==> src/rtl/pipe_skid_reg_pkg.sv <==
// Shared types and constants for the pipeline stage register.
// A struct of the entry lives in the module because its width depends on DATA_W.
package pipe_skid_reg_pkg;

    localparam int XLEN = 32;

    typedef logic [XLEN-1:0] instr_t;

    // addi x0, x0, 0 -- the canonical bubble instruction
    localparam instr_t NOP_INSTR = 32'h0000_0013;

    typedef enum logic [1:0] {
        EMPTY,
        BUSY,
        FULL
    } skid_state_e;

endpackage

==> src/rtl/pipe_skid_reg.sv <==
// Pipeline stage register with valid/ready handshake, flush-to-bubble and an
// optional two-entry skid buffer (main = output register, skid = overflow).
module pipe_skid_reg
    import pipe_skid_reg_pkg::*;
#(
    parameter int DATA_W = 3 * XLEN,
    parameter int SKID   = 1
) (
    input  logic              clk,
    input  logic              rst_n,
    input  logic              flush,
    input  logic              in_valid,
    output logic              in_ready,
    input  instr_t            in_instr,
    input  logic [DATA_W-1:0] in_data,
    input  logic              in_wren,
    output logic              out_valid,
    input  logic              out_ready,
    output instr_t            out_instr,
    output logic [DATA_W-1:0] out_data,
    output logic              out_wren
);

    typedef struct packed {
        instr_t            instr;
        logic [DATA_W-1:0] data;
        logic              wren;
    } pipe_entry_t;

    localparam pipe_entry_t RESET_ENTRY = '{instr: NOP_INSTR, data: '0, wren: 1'b0};

    skid_state_e state, state_n;
    pipe_entry_t main_q, main_n;
    pipe_entry_t skid_q, skid_n;
    pipe_entry_t in_entry, bubble;
    logic        in_ready_q, in_ready_n;
    logic        accept, drain;

    assign in_entry  = '{instr: in_instr, data: in_data, wren: in_wren};
    // Bubble keeps the last payload so out_data does not toggle needlessly
    assign bubble    = '{instr: NOP_INSTR, data: main_q.data, wren: 1'b0};

    assign out_valid = (state != EMPTY);
    assign out_instr = main_q.instr;
    assign out_data  = main_q.data;
    assign out_wren  = main_q.wren & out_valid;

    assign in_ready  = (SKID != 0) ? in_ready_q : (!out_valid || out_ready);
    assign accept    = in_valid & in_ready & ~flush;
    assign drain     = out_valid & out_ready;

    // Without a skid buffer in_ready blocks accept & !drain in BUSY, so the
    // same transition table serves both builds.
    always_comb begin
        state_n = state;
        main_n  = main_q;
        skid_n  = skid_q;
        if (flush) begin
            state_n = EMPTY;
            main_n  = RESET_ENTRY;
            skid_n  = RESET_ENTRY;
        end else begin
            case (state)
                EMPTY: begin
                    if (accept) begin
                        state_n = BUSY;
                        main_n  = in_entry;
                    end
                end
                BUSY: begin
                    if (accept && drain) begin
                        main_n = in_entry;
                    end else if (accept) begin
                        state_n = FULL;
                        skid_n  = in_entry;
                    end else if (drain) begin
                        state_n = EMPTY;
                        main_n  = bubble;
                    end
                end
                FULL: begin
                    if (drain) begin
                        state_n = BUSY;
                        main_n  = skid_q;
                    end
                end
                default: begin
                    state_n = EMPTY;
                    main_n  = RESET_ENTRY;
                end
            endcase
        end
        in_ready_n = (state_n != FULL);
    end

    always_ff @(posedge clk or negedge rst_n) begin
        if (!rst_n) begin
            state      <= EMPTY;
            main_q     <= RESET_ENTRY;
            skid_q     <= RESET_ENTRY;
            in_ready_q <= 1'b1;
        end else begin
            state      <= state_n;
            main_q     <= main_n;
            skid_q     <= skid_n;
            in_ready_q <= in_ready_n;
        end
    end

endmodule

==> config.mk <==
export PLATFORM = sky130hd
export DESIGN_NAME = pipe_skid_reg
export DESIGN_NICKNAME = d
export VERILOG_FILES = /design/src/rtl/pipe_skid_reg_pkg.sv /design/src/rtl/pipe_skid_reg.sv
export SDC_FILE = /design/constraint.sdc
export NUM_CORES = 1
export LEC_CHECK = 0
export BUFFER_PORTS_ARGS = -buffer_cell sky130_fd_sc_hd__buf_4
export CAP_MARGIN = 10
export CORE_UTILIZATION = 49
export DETAILED_ROUTE_END_ITERATION = 16
export PLACE_DENSITY = 0.85
export SYNTH_ARGS = -nofsm -noshare
export SYNTH_HDL_FRONTEND = slang
export SYNTH_SLANG_ARGS = --single-unit
==> constraint.sdc <==
create_clock -name clk -period 1.7 [get_ports clk]
set_input_delay 0.425 -clock clk [delete_from_list [all_inputs] [get_ports clk]]
set_output_delay 0.425 -clock clk [all_outputs]
set_load 0.01 [all_outputs]
=== After elaboration in Yosys (flattened, before gate mapping) ===
Index checks and enable logic that the tools add are counted.

* Eq/ne operators: 9
* Mux-type cells: 17
* Bitwise logic cells: 5
* Reduce and logical (&&, ||, !) cells: 8

{| class="wikitable"
|+ Operator list
! kind !! number
|-
| $mux 129 || 9
|-
| $pmux 129 s3 || 1
|-
| $mux 2 || 6
|-
| $ne 3x3->1 const B || 3
|-
| $ne 4x4->1 const B || 2
|-
| $pmux 2 s3 || 1
|-
| $reduce_and 3->1 || 2
|-
| $reduce_bool 2->1 || 3
|-
| $and 1x1->1 || 4
|-
| $ne 2x2->1 const B || 2
|-
| $reduce_and 4->1 || 1
|-
| $eq 2x1->1 const B || 1
|-
| $eq 2x2->1 const B || 1
|-
| $logic_not 2->1 || 1
|-
| $logic_and 1x1->1 || 1
|-
| $not 1->1 || 1
|}

* Register bits after elaboration: 261
* Input port bits: 134
* Output and inout port bits: 131
* Logic and storage cells: 47

=== Longest topological paths before layout ===
* Depth in word-level cells: 8
* Depth in mapped cells: 8
* Gate-level depth less buffers: 4

=== Worst setup path before layout ===
OpenSTA, ideal clock, no wires.

* Kind: register to register
* Start point: reg in_ready_q (netlist: in_ready)
* End point: reg skid_q[100] (netlist name)
* Library setup time: 0.065 ns
* Data arrival time: 1.695 ns
* Data required time: 1.635 ns
* Path slack: -0.060 ns
* Stages on the path, launching flop included: 8
* Path buffers: 3
* Path through: dfstp_2 nand2_1 or3_1 buf_2 nor2_8 buf_6 buf_6 a22o_1

* Longest elaborated chain between the ends: 5
* Elaborated cells between the ends (all ways): 6
* Those cells by class: 1 x eq/ne; 2 x bitwise; 3 x reduce/logical

{| class="wikitable"
|+ RTL lines
! element !! RTL line !! source
|-
| start: declaration || pipe_skid_reg.sv:36 || <nowiki>logic in_ready_q, in_ready_n;</nowiki>
|-
| start signal: assignment || pipe_skid_reg.sv:106 || <nowiki>in_ready_q <= in_ready_n;</nowiki>
|-
| $and 1x1->1 (*) (2 in series) || pipe_skid_reg.sv:49 || <nowiki>assign accept = in_valid & in_ready & ~flush;</nowiki>
|-
| $logic_and 1x1->1 || pipe_skid_reg.sv:71 || <nowiki>if (accept && drain) begin</nowiki>
|-
| $ne 2x2->1 (no source line) || n/a ||
|-
| $reduce_and 3->1 (no source line) (*) || n/a ||
|-
| end signal: assignment || pipe_skid_reg.sv:105 || <nowiki>skid_q <= skid_n;</nowiki>
|-
| end: declaration || pipe_skid_reg.sv:34 || <nowiki>pipe_entry_t skid_q, skid_n;</nowiki>
|}

Mark *: on every way between the ends. The rest lies on a longest branch, timed or not.
A chain may end at the register's enable or synchronous reset.

=== Final worst setup path ===
* Start point: reg state[1]
* End point: reg main_q (netlist bit out_data[71])

* Longest elaborated chain between the ends: 6
* Elaborated cells between the ends (all ways): 13
* Those cells by class: 5 x eq/ne; 3 x mux; 1 x bitwise; 4 x reduce/logical

{| class="wikitable"
|+ RTL lines
! element !! RTL line !! source
|-
| start: declaration || pipe_skid_reg.sv:32 || <nowiki>skid_state_e state, state_n;</nowiki>
|-
| start signal: assignment || pipe_skid_reg.sv:103 || <nowiki>state <= state_n;</nowiki>
|-
| $reduce_bool 2->1 || pipe_skid_reg.sv:43 || <nowiki>assign out_valid = (state != EMPTY);</nowiki>
|-
| $and 1x1->1 || pipe_skid_reg.sv:50 || <nowiki>assign drain = out_valid & out_ready;</nowiki>
|-
| $logic_and 1x1->1 || pipe_skid_reg.sv:71 ||
|-
| $mux 129 || pipe_skid_reg.sv:71 ||
|-
| $pmux 129 s3 || pipe_skid_reg.sv:63 || <nowiki>case (state)</nowiki>
|-
| $mux 129 || pipe_skid_reg.sv:58 || <nowiki>if (flush) begin</nowiki>
|-
| end signal: assignment || pipe_skid_reg.sv:104 || <nowiki>main_q <= main_n;</nowiki>
|-
| end: declaration || pipe_skid_reg.sv:33 || <nowiki>pipe_entry_t main_q, main_n;</nowiki>
|}

Several ways; a longest one is shown, not always the timed one.

==> impl_metrics.toml <==
[timing]
hold_violations = 0
finClkSkew_ps = 9.31
timing.slew.headroom_pct = 58.5
min_period_ps = 2200
hold-worst-slack_ps = 126
setup_ws_ps = -497
tightest_slew_ps = 622
max_freq_mhz = 455
min_period_over_period_pct = 129
setup_viol = 258
slew_viol_final = 0
rsz0062_at_grt = "yes"

[global_route]
grt_pass1_wl_um = 60400
overflow = 0
antenna_found_initial = 0
grt_pass1_vias = 9892
grt_max_degree = 59
track_usage_pct = 33.3

[yosys]
synth-edff-count = 0
ys_warn_count = 0
synth_top_area_share_pct = 55.4
seq_area_frac_synth_pct = 57.0
synthArstFlopShare_pct = 100
syn-cell-area_um2 = 11500
synth-seq-cells = 261
yosys-top-cells-area = "dfrtp_1 55%, a22o_1 9.6%, o2bb2ai_1 8.9%"
synth_nets = 1038
yosysTopAreaCell = "dfrtp_1"
yosysUniqueCellTypes = 33
synth_common_cells = "254 x dfrtp_1, 131 x buf_4, 126 x a22o_1, 126 x a22oi_1, 116 x o2bb2ai_1"
yosysMostFrequentCell = "dfrtp_1"
avgSynthCellArea_um2 = 12.7
postSynthCellCount = 904
synthFlopType = "dfrtp_1"

[floorplanning]
die_x_um = 155
die_y_um = 155
dieArea_um2 = 24000
core_area_um2 = 22800
num_rows = 55
start_util_pct = 50.4
pin_count = 265

[clock_network]
cts.sinks = 261
clk_latency_ps = 540
cts_tree = "yes"
clk_pin_slew_worst_paths_ps = 70
clock_path_buffers = 3
cts_made_buffers = 27
root_buffer = "clkbuf_16"
cts_max_level = 1

[run_status]
violations = "negative setup slack"
status = "finished, violations left"

[final_layout]
areaGrowthSynthToFinish_pct = 52.9
diodes = 0
stdcell_count = 1467
final_util_pct = 77.0
fin_area_um2 = 17500
fill_cells = 1184
layout-drive-gt1-share_pct = 51.6
nNetsFinal = 1268

[placement]
place_ws_ps = -122
place_area_um2 = 13200
gp_congestion = 0.782
dpl.hpwl_um = 18400
io_buffers = 264
dp.cells = 1321

[setup_path]
worstSetupEndpointType = "flop"
cp_max_fo = 5
criticalPathCategory = "reg2reg"
start_kind = "flop"
worstPathBufferInverterCount = 6
required_ps = 2130
r2r-start = "state[1]"
cpMostUsedCell = "buf_12"
path_delay_family = "buffers and inverters"
worstPathArrival_ps = 2630
reg2reg_to = "out_data[71]"
cp_slowest_cell = "dfrtp_1"
path_cells = "buf_6 -> or2_4 -> buf_4 -> a2bb2oi_4 -> a21o_4 -> buf_12 -> buf_12 -> buf_12 -> buf_16 -> o2bb2ai_4"
rrSetupSlack_ps = -500
max_stage_delay_ps = 390
reg2reg_depth = 10

[detailed_routing]
vias_per_cell = 6.66
drtIter0Drc = 1028
num_vias = 9772
drc = 0
wl_per_cell_um = 30.7
drt_wl_total_um = 45000
ant_nets = 0
drtPass1Iterations = 7

[hold_path]
hold_path.class = "in2reg"
whs_endpoint = "skid_q[80]"
holdPathStages = 2
holdCritStartpoint = "in_data[79]"

[power]
cellPowerDensity_nw_per_um2 = 973
irDropWorstVdd_mv = 0.744
cellLeakagePower_nw = 8.18

[flow_run]
cap_violations = 0
-- placed cells by master, fill, tap and decap left out, types with 3 or more instances in the layout --
cell type / netlist / final
o2bb2ai_2: 10 / 49
bufinv_16: 0 / 5
clkbuf_8: 0 / 6
clkinv_2: 0 / 5
dfstp_2: 7 / 7
buf_12: 0 / 45
o2bb2ai_4: 0 / 58
buf_16: 0 / 31
clkbuf_16: 0 / 37
clkbuf_1: 45 / 3
a211o_1: 3 / 3
inv_1: 6 / 6
o21ai_0: 4 / 4
nor2_1: 7 / 6
a2bb2oi_1: 3 / 3
o2bb2ai_1: 116 / 19
a22oi_1: 126 / 122
buf_8: 0 / 9
a21o_1: 4 / 3
nand2_1: 4 / 3
dfrtp_1: 254 / 254
buf_4: 131 / 289
buf_6: 9 / 30
a22o_1: 126 / 126
a22oi_2: 0 / 4
-- how the worst max path moves through the flow --
stage               from           end  slack (ps)  cells past startpoint
2_1_floorplan   in_ready  out_data[56]          20                      7
3_3_place_gp   out_ready  out_data[15]         -90                      7
3_5_place_dp   out_ready  out_data[13]        -120                      8
4_1_cts         state[1]      out_wren        -410                      5
5_1_grt         state[1]  out_data[71]        -500                     10
6_report        state[1]  out_data[71]        -500                     10
-- worst reg2reg max path: cells and delay by family, from the launching register on --
| family | cells | cell delay [ps] |
|---|---|---|
| buffers and inverters | 6 | 820 |
| AND/OR/NAND/NOR | 1 | 250 |
| AO/OA/AOI/OAI | 3 | 640 |
| flip-flops | 1 | 390 |
-- metal layers --
| metal | track usage (%) | vias to the layer above | wire length, um |
|---|---|---|---|
| met5 | 0 | - | 0 |
| met4 | 16.3 | 0 | 2340 |
| met3 | 7.38 | 183 | 4580 |
| met2 | 53.2 | 772 | 21400 |
| met1 | 43.2 | 4999 | 16600 |
| li1 | - | 3818 | - |
-- final cells by class --
type / instances / area, um2 / share of cell area, %
clock buffers: 36 / 769 / 4.39
clock inverters: 13 / 201 / 1.15
inverters: 6 / 22.5 / 0.128
multi-input cells: 423 / 4970 / 28.3
flip-flops and latches: 261 / 6540 / 37.3
well taps: 313 / 392 / 2.23
repair buffers: 415 / 4660 / 26.5
-- power breakdown --
group | leakage [nW] | switching (mW) | total (mW) | internal, mW
sequential | 3.54 | 0.342 | 6.90 | 6.56
clock | 0.482 | 2.60 | 6.54 | 3.94
combinational | 4.16 | 1.81 | 3.63 | 1.82
-- state kept, by name, indices dropped and copies added, names as in the netlist --
register   cells
skid_q       129
out_data      96
main_q         1
out_instr     32
state          2
in_ready       1
-- repair_timing --
| action | CTS | global route |
|---|---|---|
| cloned | 39 | 13 |
| endpoints found under the hold margin | 40 | 0 |
| buffers inserted | 52 | 14 |
| resized for setup | 178 | 116 |
| endpoints found under the setup margin | 242 | 258 |
| hold buffers | 1 | 0 |
| pin swaps | 129 | 77 |
-- logic make-up after synthesis --
logic type / after synthesis / synth area share, %
AO/OA/AOI/OAI: 396 / 29.2
flip-flops: 261 / 57.0
buffers and inverters: 220 / 12.4
AND/OR/NAND/NOR: 27 / 1.42
-- metrics by stage --
step	setup TNS (ps)	power, mW
floorplan	0	8.13
global placement	-7290	9.01
detailed placement	-12940	9.06
CTS	-43280	16.5
global route	-56050	17.5
finish	-46820	17.1
(Power assumes the default switching activity.)
